==> config.mk <==
export PLATFORM = sky130hd
export DESIGN_NAME = dmem_arbiter_flat
export DESIGN_NICKNAME = d
export VERILOG_FILES = /design/src/rtl/dmem_arb_pkg.sv /design/src/rtl/dmem_arbiter_if.sv /design/src/rtl/rr_arbiter_2.sv /design/src/rtl/dmem_arbiter.sv /design/src/flat_wrapper.sv
export SDC_FILE = /design/constraint.sdc
export NUM_CORES = 1
export LEC_CHECK = 0
export BUFFER_PORTS_ARGS = -buffer_cell sky130_fd_sc_hd__buf_2
export CORE_MARGIN = 4
export CORE_UTILIZATION = 46
export DETAILED_ROUTE_END_ITERATION = 8
export GPL_ROUTABILITY_DRIVEN = 0
export PLACE_DENSITY = 0.81
export SLEW_MARGIN = 5
export SYNTH_ARGS = -nofsm -noshare
export SYNTH_HDL_FRONTEND = slang
export SYNTH_SLANG_ARGS = --single-unit
==> constraint.sdc <==
create_clock -name clk -period 2.59 [get_ports clk]
set_clock_uncertainty 0.2 [all_clocks]
set_input_delay 0.1295 -clock clk [delete_from_list [all_inputs] [get_ports clk]]
set_output_delay 0.1295 -clock clk [all_outputs]
set_load 0.01 [all_outputs]
==> src/rtl/dmem_arb_pkg.sv <==
// rtl/dmem_arb_pkg.sv - shared op codes and FSM states for the data memory arbiter
package dmem_arb_pkg;

    typedef enum logic [1:0] {
        OP_READ  = 2'b00,
        OP_WRITE = 2'b01,
        OP_SWAP  = 2'b10,
        OP_ILL   = 2'b11
    } op_t;

    typedef enum logic [2:0] {
        IDLE    = 3'd0,
        ISSUE   = 3'd1,
        RDWAIT  = 3'd2,
        SWAP_WR = 3'd3,
        DONE    = 3'd4
    } state_t;

    // Ops whose first memory access is a read whose data must be captured.
    function automatic logic op_reads(input op_t op);
        return (op == OP_READ) || (op == OP_SWAP);
    endfunction

endpackage

==> src/rtl/dmem_arbiter_if.sv <==
// rtl/dmem_arbiter_if.sv - requester req/ack bundle and data memory bundle
interface dmem_req_if #(
    parameter int ADDR_W = 32,
    parameter int DATA_W = 32
);
    logic              req;
    logic [1:0]        op;
    logic [ADDR_W-1:0] addr;
    logic [DATA_W-1:0] wdata;
    logic              ack;
    logic [DATA_W-1:0] rdata;

    modport master (output req, op, addr, wdata, input ack, rdata);
    modport slave  (input req, op, addr, wdata, output ack, rdata);
endinterface

interface dmem_mem_if #(
    parameter int ADDR_W = 32,
    parameter int DATA_W = 32
);
    logic              en;
    logic              we;
    logic [ADDR_W-3:0] addr;
    logic [DATA_W-1:0] wdata;
    logic [DATA_W-1:0] rdata;

    modport master (output en, we, addr, wdata, input rdata);
    modport slave  (input en, we, addr, wdata, output rdata);
endinterface

==> src/rtl/rr_arbiter_2.sv <==
// rtl/rr_arbiter_2.sv - two-way round-robin pick; the last_grant register lives in the caller
module rr_arbiter_2 (
    input  logic       req0,
    input  logic       req1,
    input  logic       last_grant,
    output logic [1:0] grant,
    output logic       winner
);

    always_comb begin
        winner = 1'b0;
        grant  = 2'b00;
        if (req0 && req1) begin
            winner = ~last_grant;
        end else if (req1) begin
            winner = 1'b1;
        end
        if (req0 || req1) begin
            grant = winner ? 2'b10 : 2'b01;
        end
    end

endmodule

==> src/rtl/dmem_arbiter.sv <==
// rtl/dmem_arbiter.sv - sequences a 1-cycle synchronous data memory between CPU and loader ports
module dmem_arbiter
    import dmem_arb_pkg::*;
#(
    parameter int ADDR_W = 32,
    parameter int DATA_W = 32
) (
    input  logic       clk,
    input  logic       rst,
    dmem_req_if.slave  p0,
    dmem_req_if.slave  p1,
    dmem_mem_if.master mem,
    output logic       busy,
    output logic       grant_id
);

    state_t            state;
    state_t            state_nxt;
    logic              last_grant;
    logic              lat_id;
    op_t               lat_op;
    logic [ADDR_W-3:0] lat_addr;
    logic [DATA_W-1:0] lat_wdata;
    logic [DATA_W-1:0] rdata0;
    logic [DATA_W-1:0] rdata1;

    logic [1:0]        arb_grant;
    logic              arb_winner;
    logic              arb_any;
    logic              latch;

    // Byte-lane bits of the requester addresses carry no meaning for a word memory.
    logic unused_addr_lsbs;
    assign unused_addr_lsbs = &{1'b0, p0.addr[1:0], p1.addr[1:0]};

    rr_arbiter_2 u_arb (
        .req0       (p0.req),
        .req1       (p1.req),
        .last_grant (last_grant),
        .grant      (arb_grant),
        .winner     (arb_winner)
    );

    assign arb_any = |arb_grant;
    assign latch   = (state == IDLE) && arb_any;

    always_ff @(posedge clk) begin
        if (rst) begin
            state <= IDLE;
        end else begin
            state <= state_nxt;
        end
    end

    // Every output is decoded from state and latched fields, never from a live req.
    always_comb begin
        state_nxt = state;
        mem.en    = 1'b0;
        mem.we    = 1'b0;
        mem.addr  = lat_addr;
        mem.wdata = lat_wdata;
        p0.ack    = 1'b0;
        p1.ack    = 1'b0;
        case (state)
            IDLE: begin
                if (arb_any) begin
                    state_nxt = ISSUE;
                end
            end
            ISSUE: begin
                if (lat_op == OP_ILL) begin
                    state_nxt = DONE;
                end else if (lat_op == OP_WRITE) begin
                    mem.en    = 1'b1;
                    mem.we    = 1'b1;
                    state_nxt = DONE;
                end else begin
                    mem.en    = 1'b1;
                    state_nxt = RDWAIT;
                end
            end
            RDWAIT: begin
                state_nxt = (lat_op == OP_SWAP) ? SWAP_WR : DONE;
            end
            SWAP_WR: begin
                mem.en    = 1'b1;
                mem.we    = 1'b1;
                state_nxt = DONE;
            end
            DONE: begin
                p0.ack    = ~lat_id;
                p1.ack    = lat_id;
                state_nxt = IDLE;
            end
            default: begin
                state_nxt = IDLE;
            end
        endcase
    end

    // Requester fields are copied once at the grant; later input changes are ignored.
    always_ff @(posedge clk) begin
        if (rst) begin
            last_grant <= 1'b1;
            lat_id     <= 1'b0;
            lat_op     <= OP_READ;
            lat_addr   <= '0;
            lat_wdata  <= '0;
        end else if (latch) begin
            last_grant <= arb_winner;
            lat_id     <= arb_winner;
            if (arb_winner) begin
                lat_op    <= op_t'(p1.op);
                lat_addr  <= p1.addr[ADDR_W-1:2];
                lat_wdata <= p1.wdata;
            end else begin
                lat_op    <= op_t'(p0.op);
                lat_addr  <= p0.addr[ADDR_W-1:2];
                lat_wdata <= p0.wdata;
            end
        end
    end

    always_ff @(posedge clk) begin
        if (rst) begin
            rdata0 <= '0;
            rdata1 <= '0;
        end else if (state == RDWAIT && op_reads(lat_op)) begin
            if (lat_id) begin
                rdata1 <= mem.rdata;
            end else begin
                rdata0 <= mem.rdata;
            end
        end
    end

    assign p0.rdata = rdata0;
    assign p1.rdata = rdata1;
    assign busy     = (state != IDLE);
    assign grant_id = lat_id;

endmodule

==> src/flat_wrapper.sv <==
// flat-port wrapper written by rule: the top's interface ports become plain ports
module dmem_arbiter_flat import dmem_arb_pkg::*;
#(
    parameter int ADDR_W = 32,
    parameter int DATA_W = 32
)
  (clk, rst, busy, grant_id, p0_req, p0_op, p0_addr, p0_wdata, p0_ack, p0_rdata, p1_req, p1_op, p1_addr, p1_wdata, p1_ack, p1_rdata, mem_en, mem_we, mem_addr, mem_wdata, mem_rdata);
  dmem_req_if #(.ADDR_W(ADDR_W), .DATA_W(DATA_W)) p0_i ();
  dmem_req_if #(.ADDR_W(ADDR_W), .DATA_W(DATA_W)) p1_i ();
  dmem_mem_if #(.ADDR_W(ADDR_W), .DATA_W(DATA_W)) mem_i ();
  input  logic clk;
  input  logic rst;
  output logic busy;
  output logic grant_id;
  input wire logic [$bits(p0_i.req)-1:0] p0_req;
  input wire logic [$bits(p0_i.op)-1:0] p0_op;
  input wire logic [$bits(p0_i.addr)-1:0] p0_addr;
  input wire logic [$bits(p0_i.wdata)-1:0] p0_wdata;
  output wire logic [$bits(p0_i.ack)-1:0] p0_ack;
  output wire logic [$bits(p0_i.rdata)-1:0] p0_rdata;
  input wire logic [$bits(p1_i.req)-1:0] p1_req;
  input wire logic [$bits(p1_i.op)-1:0] p1_op;
  input wire logic [$bits(p1_i.addr)-1:0] p1_addr;
  input wire logic [$bits(p1_i.wdata)-1:0] p1_wdata;
  output wire logic [$bits(p1_i.ack)-1:0] p1_ack;
  output wire logic [$bits(p1_i.rdata)-1:0] p1_rdata;
  output wire logic [$bits(mem_i.en)-1:0] mem_en;
  output wire logic [$bits(mem_i.we)-1:0] mem_we;
  output wire logic [$bits(mem_i.addr)-1:0] mem_addr;
  output wire logic [$bits(mem_i.wdata)-1:0] mem_wdata;
  input wire logic [$bits(mem_i.rdata)-1:0] mem_rdata;
  assign p0_i.req = p0_req;
  assign p0_i.op = p0_op;
  assign p0_i.addr = p0_addr;
  assign p0_i.wdata = p0_wdata;
  assign p0_ack = p0_i.ack;
  assign p0_rdata = p0_i.rdata;
  assign p1_i.req = p1_req;
  assign p1_i.op = p1_op;
  assign p1_i.addr = p1_addr;
  assign p1_i.wdata = p1_wdata;
  assign p1_ack = p1_i.ack;
  assign p1_rdata = p1_i.rdata;
  assign mem_en = mem_i.en;
  assign mem_we = mem_i.we;
  assign mem_addr = mem_i.addr;
  assign mem_wdata = mem_i.wdata;
  assign mem_i.rdata = mem_rdata;
  dmem_arbiter #(.ADDR_W(ADDR_W), .DATA_W(DATA_W)) u_core (.clk(clk), .rst(rst), .p0(p0_i), .p1(p1_i), .mem(mem_i), .busy(busy), .grant_id(grant_id));
endmodule
==> key figures <==
Worst setup path
  • Worst EP required: 2.68 ns
  • Type of origin of the critical path: flop
  • Setup CP Type: reg2reg
  • Worst Path Arrival: 2.48 ns
  • CP Capture Type: flop
  • Reg2reg setup slack: 0.20 ns
  • Worst Path Max Fanout: 63
  • R2R depth: 6

Floorplan
  • # rows: 41
  • Die width: 121 um
  • Total die area: 0.0147 mm2
  • Initial Util: 46.8%
  • Core ar.: 0.0126 mm2
  • IO Pins: 300
  • Die Height: 121 um

Drt
  • Final ANT Viol Nets: 0
  • Vias post-DR: 6618
  • Drt pass-1 iters: 9
  • DRC violations left: 0
  • 1st-iter DRT viols: 850
  • Detailed Route WL: 22600 um
  • Routed WL per cell: 18.0 um
  • Vias per inst: 5.28

Clock tree
  • Max H-tree Level: 4
  • Clk slew on worst S/H paths: 0.06 ns
  • Setup bufs post-CTS: 0
  • CTS sink cnt: 133
  • Cts bufs inserted: 17
  • Root Buffer: clkbuf_16
  • Max Root-Sink Buffers: 2
  • Skew-Pair Late Insertion Delay: 0.41 ns
  • CTS tree: yes

Global routing
  • Remaining Overflow, GRT: 0
  • Busiest grt layer: met2
  • Largest net degree at the start of global routing: 165
  • M1 GR Usage: 29.7%
  • Initial antenna violation count: 1
  • First-pass GRT wire length: 34200 um
  • GRT Overall Usage: 29.5%
  • GRT met3 Usage: 9.84%
  • Met2 GRT Util: 50.9%
  • Vias in the first global route: 7025

Power
  • Worst VDD drop: 0.000451 V
  • PD cells: 688 mW/mm2
  • Leak: 0.00498 uW
  • Design Power: 6680 uW

Logic synthesis
  • #FFs+latches synth: 133
  • Syn Area/Cell: 9.38 um2
  • Synth Cell Area: 0.00591 mm2
  • Commonest register cell after synthesis: dfxtp_1
  • FFs w/ async S/R, synth: 0%
  • Sequential area share after synthesis: 45.1%
  • Synthesized Nets: 798
  • Largest family of logic cells by synthesized area: simple AND/OR/NAND/NOR gates
  • YS warnings: 0
  • Synth Instances: 630
  • Xor/xnor cell area share of the yosys netlist: 0%
  • Post-synth EDFFs: 0
  • Count of different cell masters after synthesis: 30
  • Post-synthesis compound-gate area fraction: 11.8%
  • Synth Area in Simple Gates: 19.8%
  • Synth Area in Adders: 0%
  • Mux share of post-synthesis cell area: 10.8%

STA
  • Slew HR: 60.3%
  • Final setup fails: 0
  • Final Cycle Share: 92.3%
  • Worst-margin pin slew: 0.594 ns
  • Setup TNS: 0 ns
  • Highest achievable clock rate: 0.418 GHz
  • Slew Viols, Final: 0
  • RSZ-0062 raised after global routing: no
  • Min Tclk post-route: 2.39 ns
  • Final hold violation count: 0

Job
  • Number of max-cap violations: 0

Cells and area
  • Fillers: 735
  • Layout cells sized above 1: 31.5%
  • Post-layout util: 76.9%
  • Final #Nets: 1236
  • Synth-to-Final Area Change: 64.4%
  • Non-Filler Instances: 1254

Status
  • Outcome: completed

Placed design
  • Inst Count DP: 1058
  • DP HPWL: 11100 um
  • Count of input and output buffers: 295

Min path
  • Worst hold path depth: 3
  • Hold Path Class: in2reg
==> cells in the mapped netlist, types with 2 or more instances <==
cell type | n | share of area, %
nand2_1 | 3 | 0.19
a222oi_1 | 63 | 11
buf_4 | 2 | 0.25
a21oi_1 | 3 | 0.25
clkbuf_1 | 29 | 1.8
buf_2 | 5 | 0.42
inv_1 | 128 | 8.1
mux2i_1 | 64 | 11
nor2b_1 | 3 | 0.32
dfxtp_1 | 133 | 45
buf_6 | 9 | 1.7
nand2b_1 | 164 | 17
nor4b_1 | 2 | 0.30
nor2_1 | 5 | 0.32
and3_1 | 2 | 0.21
==> critical path, cell delays in order (launching register included) <==
cell and delay [ns]:
dfxtp_1 0.39, nor3_4 0.27, inv_2 0.09, nor3b_2 0.23
buf_12 0.30, a222oi_1 0.16, dlygate4sd3_1 0.59
==> layout make-up <==
| cell class | count | area, um2 | area share (%) |
|---|---|---|---|
| timing repair buffer | 465 | 3230 | 33.2 |
| sequential | 133 | 2660 | 27.4 |
| multi-input combinational | 322 | 2520 | 26.0 |
| clock buffer | 24 | 502 | 5.17 |
| inverter | 129 | 484 | 4.99 |
| tap | 172 | 215 | 2.22 |
| clock inverter | 8 | 96.3 | 0.992 |
| antenna | 1 | 2.50 | 0.0258 |
==> routing by layer <==
| layer | share of wire [%] | vias up | wire length (um) |
|---|---|---|---|
| li1 | - | 2971 | - |
| met3 | 10 | 136 | 2310 |
| met4 | 6.6 | 0 | 1490 |
| met1 | 34 | 3002 | 7720 |
| met2 | 49 | 509 | 11100 |
| met5 | 0 | - | 0 |
==> metrics by stage <==
stage                     cell area [um2]  hold slack, ns  worst slack, ns
after floorplan                      5910          0.0715            0.737
after global placement               7470           0.178            0.456
after detailed placement             7470           0.182            0.400
after CTS                            9700          0.0724            0.142
after global routing                 9710           0.135           0.0864
final                                9710           0.186            0.199
==> path summary, 6_finish.rpt <==
| check | endpoint | startpoint |
|---|---|---|
| worst max register to register | u_core.mem.wdata[9] | u_core.state[0] |
| worst min register to register | u_core.p1.rdata[7] | u_core.p1.rdata[7] |
| worst max-delay path | u_core.mem.wdata[9] | u_core.state[0] |
| worst min-delay path | u_core.grant_id | rst |
==> registers in the layout, summed over array words and instances (netlist names) <==
register and flops:
u_core.last_grant 1, u_core.grant_id 1, u_core.lat_op 2, u_core.p0.rdata 32, u_core.p1.rdata 32, u_core.mem.wdata 32
u_core.mem.addr 30, u_core.state 3
==> logic make-up (layout without fill, tap and decap cells) <==
family,after synthesis,after routing
multiplexers,64,64
AO/OA/AOI/OAI,71,71
flip-flops,133,133
other,0,1
AND/OR/NAND/NOR,187,187
buffers and inverters,175,626
==> where the power goes <==
group / switching [uW] / internal, uW
clock network: 883 / 1540
logic: 862 / 821
registers: 212 / 2360
total: 1960 / 4720
==> what timing repair did <==
item                                   4_1_cts  5_1_grt
hold buffers                               163        0
setup endpoints to repair                    0        3
endpoints found under the hold margin      131        0
resized for setup                            0        1
==> cell usage in the layout, fill, tap and decap left out, types with 2 or more instances in the layout <==
cell           netlist  final
nor2_1               5      5
a222oi_1            63     63
inv_1              128    128
buf_4                2      3
nor4b_1              2      2
nand2b_1           164    163
buf_12               0      5
buf_2                5    294
dlygate4sd3_1        0    163
clkbuf_16            0     17
nand2_1              3      3
dfxtp_1            133    133
nor2b_1              3      3
mux2i_1             64     64
clkinv_2             0      4
clkbuf_1            29      2
clkbuf_8             0      5
bufinv_16            0      2
a21oi_1              3      3
Note: power is estimated with default switching activity, not from simulation.
